**config.mk**
```make
export PLATFORM = sky130hd
export DESIGN_NAME = out_signature_capture
export DESIGN_NICKNAME = d
export VERILOG_FILES = /design/src/rtl/out_capture_pkg.sv /design/src/rtl/out_signature_capture_sisr_shift.sv /design/src/rtl/out_signature_capture.sv
export SDC_FILE = /design/constraint.sdc
export NUM_CORES = 1
export LEC_CHECK = 0
export CORE_ASPECT_RATIO = 1.4
export CORE_UTILIZATION = 43
export DETAILED_ROUTE_END_ITERATION = 10
export PLACE_DENSITY = 0.73
export SYNTH_ARGS = -nofsm -noshare
export SYNTH_HDL_FRONTEND = slang
export SYNTH_SLANG_ARGS = --single-unit
```
**constraint.sdc**
```tcl
create_clock -name clk -period 1.7 [get_ports clk]
set_input_delay 0.34 -clock clk [delete_from_list [all_inputs] [get_ports clk]]
set_output_delay 0.34 -clock clk [all_outputs]
set_load 0.01 [all_outputs]
```
**src/rtl/out_capture_pkg.sv**
```systemverilog
// Shared types and helpers for the output signature capture stage:
// FSM state encoding, default polynomial/seed and the SISR step function.
package out_capture_pkg;

    typedef enum logic [1:0] {
        ST_IDLE = 2'd0,
        ST_RUN  = 2'd1,
        ST_DONE = 2'd2
    } cap_state_t;

    localparam int          SIG_MAX  = 64;
    localparam logic [15:0] DEF_POLY = 16'h1021;
    localparam logic [15:0] DEF_SEED = 16'h0000;

    // One SISR step on a register of 'width' bits (width <= SIG_MAX); upper bits are cleared.
    function automatic logic [SIG_MAX-1:0] sisr_next(
        input logic [SIG_MAX-1:0] sig,
        input logic               din,
        input logic [SIG_MAX-1:0] poly,
        input int                 width
    );
        logic               fb;
        logic [SIG_MAX-1:0] mask;
        fb   = sig[6'(width - 1)] ^ din;
        mask = (width >= SIG_MAX) ? {SIG_MAX{1'b1}}
                                  : ((SIG_MAX'(1) << width) - SIG_MAX'(1));
        return ((sig << 1) ^ (fb ? poly : {SIG_MAX{1'b0}})) & mask;
    endfunction

endpackage

```
**src/rtl/out_signature_capture_sisr_shift.sv**
```systemverilog
// Serial-input signature register: loads SEED on 'load', absorbs one din bit per 'shift'.
module sisr_shift
    import out_capture_pkg::*;
#(
    parameter int               SIG_W = 16,
    parameter logic [SIG_W-1:0] POLY  = DEF_POLY,
    parameter logic [SIG_W-1:0] SEED  = DEF_SEED
) (
    input  logic             clk,
    input  logic             rst_n,
    input  logic             load,
    input  logic             shift,
    input  logic             din,
    output logic [SIG_W-1:0] sig
);

    logic [SIG_W-1:0] sig_r;
    logic [SIG_W-1:0] next_s;

    // Next signature value for the current din bit.
    always_comb begin
        next_s = SIG_W'(sisr_next(SIG_MAX'(sig_r), din, SIG_MAX'(POLY), SIG_W));
    end

    // Signature register; load has priority so a new window always starts from SEED.
    always_ff @(posedge clk or negedge rst_n) begin
        if (!rst_n) begin
            sig_r <= SEED;
        end else if (load) begin
            sig_r <= SEED;
        end else if (shift) begin
            sig_r <= next_s;
        end else begin
            sig_r <= sig_r;
        end
    end

    assign sig = sig_r;

endmodule

```
**src/rtl/out_signature_capture.sv**
```systemverilog
// Capture stage compacting 'len' serial path samples into a signature and comparing to golden.
// Optional ones counter enabled by defining OUT_CAPTURE_ONES_CNT_EN.
module out_signature_capture
    import out_capture_pkg::*;
#(
    parameter int               SIG_W = 16,
    parameter logic [SIG_W-1:0] POLY  = DEF_POLY,
    parameter logic [SIG_W-1:0] SEED  = DEF_SEED,
    parameter int               CNT_W = 16
) (
    input  logic             clk,
    input  logic             rst_n,
    input  logic             start,
    input  logic [CNT_W-1:0] len,
    input  logic             din,
    input  logic [SIG_W-1:0] golden,
    output logic             busy,
    output logic             done,
    output logic [SIG_W-1:0] signature,
`ifdef OUT_CAPTURE_ONES_CNT_EN
    output logic [CNT_W-1:0] ones_cnt,
`endif
    output logic             pass
);

    cap_state_t       state_r;
    logic [CNT_W-1:0] remain_r;
    logic             busy_r;
    logic             done_r;
    logic             accept_s;
    logic             shift_s;
    logic [SIG_W-1:0] sig_s;

    // start is only honoured outside RUN; RUN edges absorb din.
    always_comb begin
        accept_s = start & (state_r != ST_RUN);
        shift_s  = (state_r == ST_RUN);
    end

    // Window FSM with remaining-sample counter and registered status flags.
    always_ff @(posedge clk or negedge rst_n) begin
        if (!rst_n) begin
            state_r  <= ST_IDLE;
            remain_r <= {CNT_W{1'b0}};
            busy_r   <= 1'b0;
            done_r   <= 1'b0;
        end else begin
            case (state_r)
                ST_IDLE, ST_DONE: begin
                    if (start && (len != {CNT_W{1'b0}})) begin
                        state_r  <= ST_RUN;
                        remain_r <= len;
                        busy_r   <= 1'b1;
                        done_r   <= 1'b0;
                    end else if (start) begin
                        state_r  <= ST_DONE;
                        remain_r <= {CNT_W{1'b0}};
                        busy_r   <= 1'b0;
                        done_r   <= 1'b1;
                    end else begin
                        state_r  <= state_r;
                        remain_r <= remain_r;
                        busy_r   <= busy_r;
                        done_r   <= done_r;
                    end
                end
                ST_RUN: begin
                    remain_r <= remain_r - CNT_W'(1);
                    if (remain_r == CNT_W'(1)) begin
                        state_r <= ST_DONE;
                        busy_r  <= 1'b0;
                        done_r  <= 1'b1;
                    end else begin
                        state_r <= ST_RUN;
                        busy_r  <= 1'b1;
                        done_r  <= 1'b0;
                    end
                end
                default: begin
                    state_r  <= ST_IDLE;
                    remain_r <= {CNT_W{1'b0}};
                    busy_r   <= 1'b0;
                    done_r   <= 1'b0;
                end
            endcase
        end
    end

    sisr_shift #(
        .SIG_W (SIG_W),
        .POLY  (POLY),
        .SEED  (SEED)
    ) u_sisr (
        .clk   (clk),
        .rst_n (rst_n),
        .load  (accept_s),
        .shift (shift_s),
        .din   (din),
        .sig   (sig_s)
    );

`ifdef OUT_CAPTURE_ONES_CNT_EN
    logic [CNT_W-1:0] ones_cnt_r;

    // Saturating count of ones absorbed in the current window.
    always_ff @(posedge clk or negedge rst_n) begin
        if (!rst_n) begin
            ones_cnt_r <= {CNT_W{1'b0}};
        end else if (accept_s) begin
            ones_cnt_r <= {CNT_W{1'b0}};
        end else if (shift_s && din && (ones_cnt_r != {CNT_W{1'b1}})) begin
            ones_cnt_r <= ones_cnt_r + CNT_W'(1);
        end else begin
            ones_cnt_r <= ones_cnt_r;
        end
    end

    assign ones_cnt = ones_cnt_r;
`endif

    assign busy      = busy_r;
    assign done      = done_r;
    assign signature = sig_s;
    // golden is allowed to move while in DONE, so the compare stays combinational.
    assign pass      = done_r & (sig_s == golden);

endmodule

```
; Word level (Yosys, flattened, before mapping)
; Index checks and enable logic that the tools add are counted.
[totals]
regBits = 36
out_inout_bits = 19
wordCells = 39
latch_bits = 0
romBits = 0
ramBits = 0
n_memories = 0
input_bits = 36
[op_classes]
div = 0
n_bitwise = 4
muxes = 18
n_reduce_logical = 5
n_mul = 0
addsub = 1
order_cmp = 0
shifts = 0
n_eq_ne = 6
[op_table]
columns = operator, n
row1 = $mux W16, 4
row2 = $pmux W16 S2, 1
row3 = $eq A16 B1 Y1 const B, 1
row4 = $eq A16 B16 Y1, 1
row5 = $reduce_bool A16 Y1, 1
row6 = $sub A16 B1 Y16 const B, 1
row7 = $xor A16 B16 Y16, 1
row8 = $mux W13, 1
row9 = $mux W1, 6
row10 = $mux W2, 3
row11 = $pmux W1 S2, 2
row12 = $pmux W2 S2, 1
row13 = $ne A3 B3 Y1 const B, 1
row14 = $and A1 B1 Y1, 2
row15 = $eq A2 B1 Y1 const B, 1
row16 = $eq A2 B2 Y1 const B, 1
row17 = $logic_not A2 Y1, 1
row18 = $ne A2 B1 Y1 const B, 1
row19 = $reduce_bool A2 Y1, 1
row20 = $reduce_or A2 Y1, 1
row21 = $logic_and A1 B1 Y1, 1
row22 = $xor A1 B1 Y1, 1

; Longest topological paths before layout
[depth]
depth_word = 5
depth_mapped = 6
depth_no_buf = 6

; Hierarchy
; From an unflattened synthesis, not the netlist that was laid out.
[unflattened]
hier_cells = 206
area_unflattened_um2 = 2005.7
[by_module_without_submodules]
columns = module, seq_area_each_um2, instances, cells_each, area_per_inst_um2
row1 = out_signature_capture, 450.4, 1, 148, 1317.5
row2 = sisr_shift, 400.4, 1, 58, 688.2

; Least setup slack after synthesis
; Ideal clock, no wire load.
[synth_timing]
path_kind = register -> output
from = reg u_sisr.sig_r[15], in the netlist u_sisr.sig[15]
to = out pass
path_stages_with_launch = 5
slack_ps = -29
t_arrival_ps = 1389
path_buffers = 0
t_required_ps = 1360
path_cell_list = dfrtp_1 -> xor2_1 -> nor4_1 -> nand4_1 -> nor4_1
[synth_via]
elab_chain_len = 2
[synth_rtl]
columns = item, line
row1 = start: declaration, out_signature_capture_sisr_shift.sv:17  ; logic [SIG_W-1:0] sig_r;
row2 = start signal: assignment, out_signature_capture_sisr_shift.sv:32  ; sig_r <= next_s;
row3 = start signal: assignment, out_signature_capture_sisr_shift.sv:34  ; sig_r <= sig_r;
row4 = $eq A16 B16 Y1, out_signature_capture.sv:125  ; assign pass = done_r & (sig_s == golden);
row5 = $and A1 B1 Y1, out_signature_capture.sv:125
row6 = end: declaration, out_signature_capture.sv:23  ; output logic pass
; Every way passes these cells.

; Worst setup path in the final report
[layout_timing]
from = in golden[10]
to = out pass
[layout_via]
elab_chain_len = 2
[layout_rtl]
columns = item, line
row1 = start: declaration, out_signature_capture.sv:16  ; input logic [SIG_W-1:0] golden,
row2 = $eq A16 B16 Y1, out_signature_capture.sv:125
row3 = $and A1 B1 Y1, out_signature_capture.sv:125
; Every way passes these cells.

==> out/qor.txt <==
status -> finished, violations left
violated checks -> negative setup slack
min Tclk post-route -> 1.991 ns
clock tree sinks -> 34
drt via density -> 5.433
CP endpoint kind -> output pin
largest net degree at the start of global routing -> 35
Die Y -> 82.53 um
post-synth top area share -> 42.71%
WL/cell -> 16.01 um
Post-synth top flop -> dfrtp_1
Clock transition at path regs -> 0.07 ns
vias in the first global route -> 2147
ANT nets after route -> 0
EDFF count, synth -> 0
total chip power -> 4.768 mW
Final WS setup -> -0.2913 ns
Slew HR -> 68.54%
Critical Path Source Type -> input port
r2r setup slk -> 0.07 ns
Leak -> 1.551 nW
register area share after synthesis -> 42.71%
syn avg cell area -> 9.179 um^2
Reg2Reg Depth -> 4
Layout Cells excl Fill -> 390
Synth Register Bits -> 34
Die W -> 59.52 um
clk root buf -> clkbuf_8
GRT overflow -> 0
# setup viols final -> 1
first drt pass iteration count -> 4
final wirelength -> 6242 um
GRT Util Overall -> 26.62%
crit-path max FO -> 1
Routability Congestion -> 0.8705
initial antenna violation count -> 0
# DRC -> 0
Post-DP Area -> 3052 um^2
RSZ-0062 raised after global routing -> yes
CTS buffer count -> 5
Core Area -> 4344 um^2
CP arrival -> 1.65 ns
CP required -> 1.36 ns
Reg-to-Reg End -> remain_r[12]
dpl hpwl -> 4591 um
dpl cells -> 382
worst reg2reg startpoint -> state_r[1]
FP Rows -> 28
Async S/R FF share, synth -> 100.0%
synthesized area -> 1992 um^2
# IOs -> 55
synth top area cells -> dfrtp_1 43%, nand2_1 8.7%, nand3b_1 6.4%, xnor2_1 6.2%, o211ai_1 3.8%
IO buf count -> 54
CTS tree -> done
diode count -> 0
post-synth net total -> 255
Setup crit start -> golden[10]
Power Density -> 1479 nW/um^2
first-pass GRT wire length -> 9632 um
final core utilization -> 74.19%
clock latency on the worst-skew pair -> 0.28 ns
nets@finish -> 368
post-route cell area -> 3223 um^2
worst setup path end -> pass
1st-iter DRT viols -> 72
measured slew at the worst slew-check pin -> 0.4670 ns
initial core utilization -> 45.85%
htree depth -> 2
Cells after Synth -> 217
Syn-to-layout area delta -> 61.81%
via count -> 2119
ratio of cells with drive above 1 in the final layout -> 26.06%
worst vdd ir -> 0.7920 mV
CTS max path bufs -> 2
Cell variety after synth -> 40
biggest area consumer among synthesized cells -> dfrtp_1
Die ar. -> 4912 um^2
Fmax achieved -> 502.2 MHz
CP Class -> input port to output pin
hold crit path type -> input port to async pin
final period utilization -> 117.1%
max-slew violations -> 0
Hold Fails Final Rpt -> 0
number of synthesis warnings -> 0
Max Cap Violations -> 0
Hold-fix buffers, CTS -> 0
Post-synth top cells -> 46 x nand2_1, 34 x dfrtp_1, 17 x nand3b_1
Final Skew -> 0.001521 ns
top-count cell post-synth -> nand2_1
# fillers -> 346
cells in the final DEF (no fill, tap or decap), types with 4 or more instances in the layout:
| master | netlist | layout |
|---|---|---|
| nand3b_1 | 17 | 17 |
| dlygate4sd2_1 | 0 | 6 |
| buf_4 | 0 | 59 |
| xor2_1 | 5 | 5 |
| dfrtp_1 | 34 | 32 |
| nor2_1 | 8 | 8 |
| nor4_2 | 0 | 4 |
| nand3_1 | 6 | 5 |
| o311ai_1 | 5 | 5 |
| o21ai_0 | 12 | 12 |
| dlymetal6s2s_1 | 0 | 8 |
| xnor2_1 | 14 | 13 |
| o211ai_1 | 10 | 10 |
| nand2_1 | 46 | 46 |
| clkdlybuf4s50_1 | 0 | 39 |
| clkbuf_8 | 0 | 5 |
routing by layer:
layer / GRT usage, % / vias to the layer above / part of all wire, %
li1: - / 1016 / -
met2: 52.02 / 85 / 55
met4: 10.00 / 0 / 2.4
met5: 0 / - / 0
met3: 5.763 / 13 / 5.8
met1: 26.78 / 1005 / 37
where the power goes:
group / switching [mW] / internal, mW / leakage [nW]
logic: 1.34 / 1.39 / 1.06
clock network: 0.295 / 0.275 / 0.0438
registers: 0.334 / 1.13 / 0.444
total: 1.97 / 2.79 / 1.55
flip-flops by register name (all words and copies together) (netlist names):
signal / count
remain_r: 16
u_sisr.sig: 16
state_r: 2
metrics by stage:
stage | hold slack, ns | setup TNS (ns) | setup WS [ns]
2_1_floorplan | 0.04441 | 0 | 0.05437
3_3_place_gp | 0.5172 | -3.401 | -0.7340
4_1_cts | 0.5015 | -0.2313 | -0.2313
5_1_grt | 0.5319 | -0.3569 | -0.3517
3_5_place_dp | 0.5241 | -3.654 | -0.8124
6_report | 0.4869 | -0.2913 | -0.2913
worst min-delay path by stage:
stage	slack, ns	to	startpoint
2_1_floorplan	0.04	remain_r[0]	rst_n
3_3_place_gp	0.52	remain_r[9]	remain_r[9]
3_5_place_dp	0.52	remain_r[9]	remain_r[9]
4_1_cts	0.50	u_sisr.sig[0]	rst_n
5_1_grt	0.53	u_sisr.sig[14]	rst_n
6_report	0.49	u_sisr.sig[14]	rst_n
kinds of logic (layout without fill, tap and decap cells):
group,count (synthesis),in the layout,share of synthesized area [%]
AOI/OAI and AO/OA,41,41,14.76
xor gates and xnor gates,19,19,8.354
adders and majority gates,2,2,1.256
buffers and inverters,11,124,2.261
DFF,34,34,42.71
muxes,2,2,1.005
and+or+nand+nor,108,108,29.65
critical path, cell delays in order:
cell and delay (ns):
clkdlybuf4s50_1 0.45, xnor2_1 0.29, nand4_1 0.14, nor4_2 0.27, buf_2 0.16
area by class of cell:
class                           count  area [um^2]  share of cell area, %
Inverter                            2        7.507                 0.2329
Tap cell                           60        75.07                  2.329
Timing Repair Buffer              115         1031                  31.99
Clock inverter                      2        10.01                 0.3106
Sequential cell                    34        853.3                  26.48
Multi-Input combinational cell    172         1177                  36.53
Clock buffer                        5        68.82                  2.135
repair_timing:
| action | 4_1_cts | 5_1_grt |
|---|---|---|
| resized for setup | 13 | 18 |
| setup buffers | 1 | 0 |
| endpoints found under the setup margin | 8 | 19 |
| hold endpoints to repair | 0 | 0 |
| pin swaps | 5 | 3 |
(Power assumes the default switching activity.)
